File: src/rtl/p_decode_fork.sv
// ============================================================================
// Module   : p_decode_fork
// Brief    : Forks one upstream request to a decoded/masked set of downstream
//            channels and joins their acks into a single completion pulse.
// Revision : 1.0
// ============================================================================
`default_nettype none

module p_decode_fork #(
  parameter int NCH    = 4,
  parameter int SELW   = 5,
  parameter int MCAST  = 0,
  parameter int SHIFT  = 3,
  parameter int TO_CYC = 0
) (
  input  logic            clk,
  input  logic            reset,
  input  logic            t_kp_req,
  output logic            t_kp_ack,
  input  logic [SELW-1:0] k_ctrl,
  output logic [NCH-1:0]  i_req,
  input  logic [NCH-1:0]  i_ack,
  output logic            busy,
  output logic            err_empty,
  output logic            timeout
);

  typedef enum logic [0:0] {
    ST_IDLE  = 1'b0,
    ST_ISSUE = 1'b1
  } state_t;

  state_t         r_state;
  logic [NCH-1:0] r_sel;
  logic [NCH-1:0] r_done;
  logic [NCH-1:0] w_sel_dec;
  logic [NCH-1:0] w_pend;
  logic           w_issue;
  logic           w_accept;

  if (MCAST != 0) begin : g_mcast
    logic w_unused_hi;
    assign w_unused_hi = ^k_ctrl;
    assign w_sel_dec   = k_ctrl[NCH-1:0];
  end else begin : g_range
    logic [31:0] w_idx;
    logic [31:0] w_idx_sat;
    assign w_idx     = 32'(k_ctrl) >> SHIFT;
    assign w_idx_sat = (w_idx >= 32'(NCH-1)) ? 32'(NCH-1) : w_idx;
    always_comb begin
      w_sel_dec = '0;
      for (int i = 0; i < NCH; i++) begin
        if (w_idx_sat == 32'(i)) w_sel_dec[i] = 1'b1;
      end
    end
  end

  assign w_issue   = (r_state == ST_ISSUE);
  assign w_accept  = (r_state == ST_IDLE) && t_kp_req;
  assign w_pend    = r_sel & ~r_done;
  // Requests come only from registers so downstream acks never loop back.
  assign i_req     = {NCH{w_issue}} & w_pend;
  assign t_kp_ack  = w_issue && ((w_pend & ~i_ack) == '0);
  assign busy      = w_issue;
  assign err_empty = w_issue && (r_sel == '0);

  always_ff @(posedge clk or posedge reset) begin
    if (reset) begin
      r_state <= ST_IDLE;
      r_sel   <= '0;
      r_done  <= '0;
    end else begin
      case (r_state)
        ST_IDLE: begin
          if (t_kp_req) begin
            r_state <= ST_ISSUE;
            r_sel   <= w_sel_dec;
            r_done  <= '0;
          end
        end
        ST_ISSUE: begin
          r_done <= r_done | (i_req & i_ack);
          if (t_kp_ack) r_state <= ST_IDLE;
        end
        default: r_state <= ST_IDLE;
      endcase
    end
  end

  if (TO_CYC > 0) begin : g_to
    localparam int CW = $clog2(TO_CYC + 1);
    localparam logic [CW-1:0] C_LAST = CW'(TO_CYC - 1);
    localparam logic [CW-1:0] C_MAX  = CW'(TO_CYC);
    logic [CW-1:0] r_to_cnt;

    // Saturates at TO_CYC so the pulse fires exactly once per transaction.
    always_ff @(posedge clk or posedge reset) begin
      if (reset) begin
        r_to_cnt <= '0;
      end else if (w_accept) begin
        r_to_cnt <= '0;
      end else if (w_issue && (r_to_cnt != C_MAX)) begin
        r_to_cnt <= r_to_cnt + CW'(1);
      end
    end

    assign timeout = w_issue && (r_to_cnt == C_LAST);
  end else begin : g_no_to
    assign timeout = 1'b0;
  end

endmodule

`default_nettype wire

File: config.mk
export PLATFORM = sky130hd
export DESIGN_NAME = p_decode_fork
export DESIGN_NICKNAME = d
export VERILOG_FILES = /design/src/rtl/p_decode_fork.sv
export SDC_FILE = /design/constraint.sdc
export NUM_CORES = 1
export LEC_CHECK = 0
export ABC_AREA = 0
export BUFFER_PORTS_ARGS = -buffer_cell sky130_fd_sc_hd__buf_2
export CAP_MARGIN = 20
export CORE_AREA = 2 2 39 41
export DETAILED_ROUTE_END_ITERATION = 6
export DIE_AREA = 0 0 41 43
export PLACE_DENSITY_LB_ADDON = 0.2
export SYNTH_ARGS = -nofsm -noshare
export SYNTH_HDL_FRONTEND = slang
export SYNTH_SLANG_ARGS = --single-unit
File: constraint.sdc
create_clock -name clk -period 2.7 [get_ports clk]
set_input_delay 0.54 -clock clk [delete_from_list [all_inputs] [get_ports clk]]
set_output_delay 0.54 -clock clk [all_outputs]
set_load 0.01 [all_outputs]
==> Yosys cells after proc, flatten, opt, wreduce, memory -nomap -nowiden <==
Cells that the tools add are included.
{ "totals": {"mem_bits_ro": 0, "memories": 0, "ram_bits": 0, "reg_bits": 9, "latchBits": 0} }
{ "op_classes": {"n_shift": 0, "n_bitwise": 8, "reduce_logical": 6, "n_mux": 10, "n_lt_le_gt_ge": 1, "div_mod_pow": 0, "n_eq_ne": 4, "n_addsub": 0, "mul": 0} }
{ "ops": {"columns": ["operator", "n"], "rows": [
  ["32-bit logical NOT", 1],
  ["4-bit bitwise AND", 4],
  ["4-bit logical NOT", 2],
  ["4-bit inverter", 2],
  ["4-bit case mux with 2 select lines", 1],
  ["1-bit 2-to-1 mux", 6],
  ["2-bit == test (second input constant)", 2],
  ["4-bit 2-to-1 mux", 1],
  ["4-bit OR", 1],
  ["2-bit by 1-bit == test with 1-bit output (second input constant)", 1],
  ["2-bit greater-or-equal comparator (second input constant)", 1],
  ["1-bit logical AND", 2],
  ["2-bit 2-to-1 mux", 1],
  ["2-bit inequality test (second input constant)", 1],
  ["1-bit case mux with 2 select lines", 1],
  ["2-bit AND reduction", 1],
  ["1-bit inverter", 1]
]} }

==> Depth between registers and ports, before layout <==
{ "logic_depth": {"depth_word": 7, "ltp_mapped": 4, "mapped_depth_nobuf": 3} }

==> Least setup slack after synthesis <==
Ideal clock, no wire load.
{ "synth_path": {"path_kind": "input port to output port", "start": "in i_ack[3]", "end": "out t_kp_ack", "t_arrival_ns": 1.103, "t_required_ns": 2.160, "path_buffers": 0, "setup_slack_ns": 1.057, "stages": 2, "cell_sequence": "or3b_1 > and3_1"} }
{ "synth_via": {"elab_chain_cells": 4} }
{ "synth_lines": {"columns": ["element", "line_no", "text"], "rows": [
  ["start: declaration", "22", "input logic [NCH-1:0] i_ack,"],
  ["4-bit inverter", "63", "assign t_kp_ack = w_issue && ((w_pend & ~i_ack) == '0);"],
  ["4-bit bitwise AND", "63", null],
  ["4-bit logical NOT", "63", null],
  ["1-bit logical AND", "63", null],
  ["end: declaration", "19", "output logic t_kp_ack,"]
]} }
Every way passes these cells.

==> Worst setup path after layout <==
{ "layout_path": {"start": "reg r_sel[1]", "end": "out t_kp_ack"} }
{ "layout_via": {"elab_chain_cells": 4} }
{ "layout_lines": {"columns": ["element", "line_no", "text"], "rows": [
  ["start: declaration", "34", "logic [NCH-1:0] r_sel;"],
  ["start signal: assignment", "77", "r_sel <= w_sel_dec;"],
  ["4-bit bitwise AND", "60", "assign w_pend = r_sel & ~r_done;"],
  ["4-bit bitwise AND", "63", null],
  ["4-bit logical NOT", "63", null],
  ["1-bit logical AND", "63", null]
]} }
Every way passes these cells.

==> load_flow_metrics.sql <==
INSERT INTO impl_metrics (metric_group, metric, value, unit) VALUES
('run_status', 'status', 'completed', ''),
('cells_and_area', 'final.fill_count', '152', ''),
('sta', 'setup_violation_total_in_the_final_timing_report', '0', ''),
('sta', 'post-route-period-util', '72.6', '%'),
('global_route', 'grt_overflow_total', '0', ''),
('die', 'die_width', '41', 'um'),
('cells_and_area', 'drive_above_1_share', '28.1', '%'),
('global_route', 'antenna_found_initial', '0', ''),
('yosys', 'synth_sequential_area_ratio', '50.7', '%'),
('clocking', 'post_cts_resize_count', '0', ''),
('power_and_ir_drop', 'cell_internal_pwr', '0.000357', 'W'),
('setup_path', 'critPathMaxFanout', '5', ''),
('cells_and_area', 'final_stage_net_count', '77', ''),
('routing', 'first_pass_iters', '4', ''),
('clocking', 'post-cts-setup-buffers', '0', ''),
('routing', 'routed_wire_length_per_instance', '11.0', 'um'),
('setup_path', 'series_of_cell_instances_along_the_critical_path', 'nor3b_1 -> a211oi_1 -> and3_1 -> buf_2', ''),
('clocking', 'path_clk_slew', '0.06', 'ns'),
('worst_hold_path', 'worst_hold_check_path_type', 'input port to async pin', ''),
('power_and_ir_drop', 'power.net_switching', '0.000223', 'W'),
('sta', 'max_freq', '510', 'MHz'),
('power_and_ir_drop', 'total_leakage_power', '0.274', 'nW'),
('routing', 'routed_via_density', '4.89', ''),
('routing', 'detail-route-antenna-nets', '0', ''),
('setup_path', 'crit_slowest_cell', 'dfrtp_1', ''),
('clocking', 'clock_tree.root_cell', 'clkbuf_4', ''),
('power_and_ir_drop', 'power.combinational.fraction', '35.4', '%'),
('placement', 'post-place-ws', '0.843', 'ns'),
('power_and_ir_drop', 'share_seq_of_total_power', '47.0', '%'),
('power_and_ir_drop', 'ir_drop_worst_case_vdd', '0.372', 'mV'),
('global_route', 'first_pass_grt_wire_length', '1.39', 'mm'),
('clocking', 'clock_tree_from_tritoncts', 'yes', ''),
('yosys', 'synth.ff_latch_count', '9', ''),
('yosys', 'synth_cells', '48', ''),
('power_and_ir_drop', 'power_switching_share', '38.5', '%'),
('setup_path', 'timing.rr.start', 'busy', ''),
('routing', 'route.vias.total', '391', ''),
('setup_path', 'worst_setup_slack_for_register_to_register_paths', '1.37', 'ns'),
('power_and_ir_drop', 'ratio_of_total_power_to_cell_area', '1060', 'nW/um2'),
('sta', 'maxSlewViolCount', '0', ''),
('setup_path', 'setup.worst_path.start_class', 'flip-flop', ''),
('die', 'dieArea', '1760', 'um2'),
('sta', 'timing_hold_violations_final', '0', ''),
('global_route', 'grt_max_degree', '15', ''),
('setup_path', 'regToRegEndpoint', 'r_done[3]', ''),
('cells_and_area', 'flow.area_growth_from_synthesis', '23.4', '%'),
('routing', 'drt_drc_violations_left', '0', ''),
('sta', 'final.setup.worst_slack', '0.739', 'ns'),
('placement', 'gp_congestion', '0.684', ''),
('setup_path', 'worst-setup-path-type', 'flip-flop to primary output', ''),
('die', 'initial_core_util', '32.1', '%'),
('setup_path', 'wp_data_required', '2.16', 'ns'),
('yosys', 'syn-num-nets', '60', ''),
('routing', 'detail_route.iter0.violations', '10', ''),
('die', 'ios', '20', ''),
('die', 'die_height', '43', 'um'),
('yosys', 'post_synth_instance_area', '444', 'um2'),
('sta', 'finClkSkew', '0.00314', 'ns'),
('yosys', 'synth_largest_type_area_fraction', '50.7', '%'),
('setup_path', 'worstSetupEndpointType', 'primary output', ''),
('routing', 'route.final.wire_length', '877', 'um'),
('yosys', 'synthesis.yosys.warnings', '0', ''),
('yosys', 'unique_masters_post_synth', '17', ''),
('yosys', 'synth_top_cell_by_area', 'dfrtp_1', ''),
('clocking', 'numCtsBuffers', '3', ''),
('global_route', 'first_global_vias', '353', ''),
('yosys', 'mean_cell_area_of_the_mapped_netlist', '9.25', 'um2'),
('global_route', 'global_route.usage.total', '12.2', '%'),
('sta', 'setup_tns', '0', 'ns'),
('die', 'placementRows', '14', ''),
('clocking', 'hold_buffers', '0', '');
[cell usage in the layout (no fill, tap or decap)]
cell type	Yosys	routed
a211oi_1	1	1
a31oi_1	1	1
a32o_1	4	4
and3_1	1	1
buf_2	2	15
clkbuf_1	0	1
clkbuf_4	0	3
conb_1	1	1
dfrtp_1	9	9
inv_1	1	1
nand2_1	9	9
nand2b_1	4	4
nor2_1	6	6
nor3b_1	2	2
nor4_1	1	1
o21ai_0	3	3
o31ai_1	1	1
or3b_1	1	1
[how the worst max path moves through the flow]
stage / depth (start not counted) / endpoint / from
floorplan: 2 / t_kp_ack / i_ack[3]
global placement: 4 / t_kp_ack / i_ack[3]
detailed placement: 4 / t_kp_ack / i_ack[3]
CTS: 4 / t_kp_ack / r_sel[1]
global route: 4 / t_kp_ack / r_sel[1]
finish: 4 / t_kp_ack / r_sel[1]
[state kept, by name (all words and copies together) (netlist names)]
register / count
r_sel: 4
r_done: 4
busy: 1
[power by group through the flow]
| stage | combinational, W | clock, W | sequential (W) |
|---|---|---|---|
| floorplan | 0.000162 | 0 | 0.000246 |
| global placement | 0.000206 | 0 | 0.000273 |
| detailed placement | 0.000209 | 0 | 0.000275 |
| CTS | 0.000210 | 0.000109 | 0.000273 |
| global route | 0.000232 | 0.000115 | 0.000286 |
| finish | 0.000205 | 0.000102 | 0.000273 |
[layout make-up]
class	instances	area, um2	share of cell area (%)
clock buffer	4	26.3	4.79
inverter	1	3.75	0.685
multi-input combinational	35	198	36.1
sequential	9	225	41.1
tap	16	20.0	3.65
timing repair buffer	15	75.1	13.7
[worst max-delay path, delay by kind of cell (launching register included)]
family,cells,cell delay [ns]
buffers and inverters,1,0.12
AO/OA/AOI/OAI,1,0.27
AND/OR/NAND/NOR,2,0.35
flip-flops,1,0.42
[per-stage QoR]
step	utilization, %	cell area (um2)	cells	hold slack (ns)	total power, W
CTS	39.6	548	80	0.237	0.000591
detailed placement	37.7	522	76	0.515	0.000484
finish	39.6	548	80	0.228	0.000580
global route	39.6	548	80	0.249	0.000633
global placement	37.7	522	76	0.500	0.000479
floorplan	-	444	48	0.368	0.000408
[cell usage after synthesis (all sizes together)]
cell type / instances
dfrtp: 9
nand2: 9
nor2: 6
a32o: 4
nand2b: 4
buf: 3
o21ai: 3
nor3b: 2
a211oi: 1
a31oi: 1
and3: 1
conb: 1
inv: 1
nor4: 1
o31ai: 1
or3b: 1
[per-layer routing]
metal	vias to the layer above	share of wire [%]	track usage [%]
li1	198	-	-
met1	179	48	14.3
met3	2	6.0	4.71
met5	-	0	0
met4	0	1.1	10.0
met2	12	45	16.6
[cell families (layout without fill, tap and decap cells)]
family / Yosys count / count (layout) / synth area share [%]
simple gates: 24 / 24 / 26.5
compound gates: 10 / 10 / 17.2
flops: 9 / 9 / 50.7
buf+inv: 4 / 20 / 4.79
other cells: 1 / 1 / 0.844
Power figures use the tool's default switching activity.
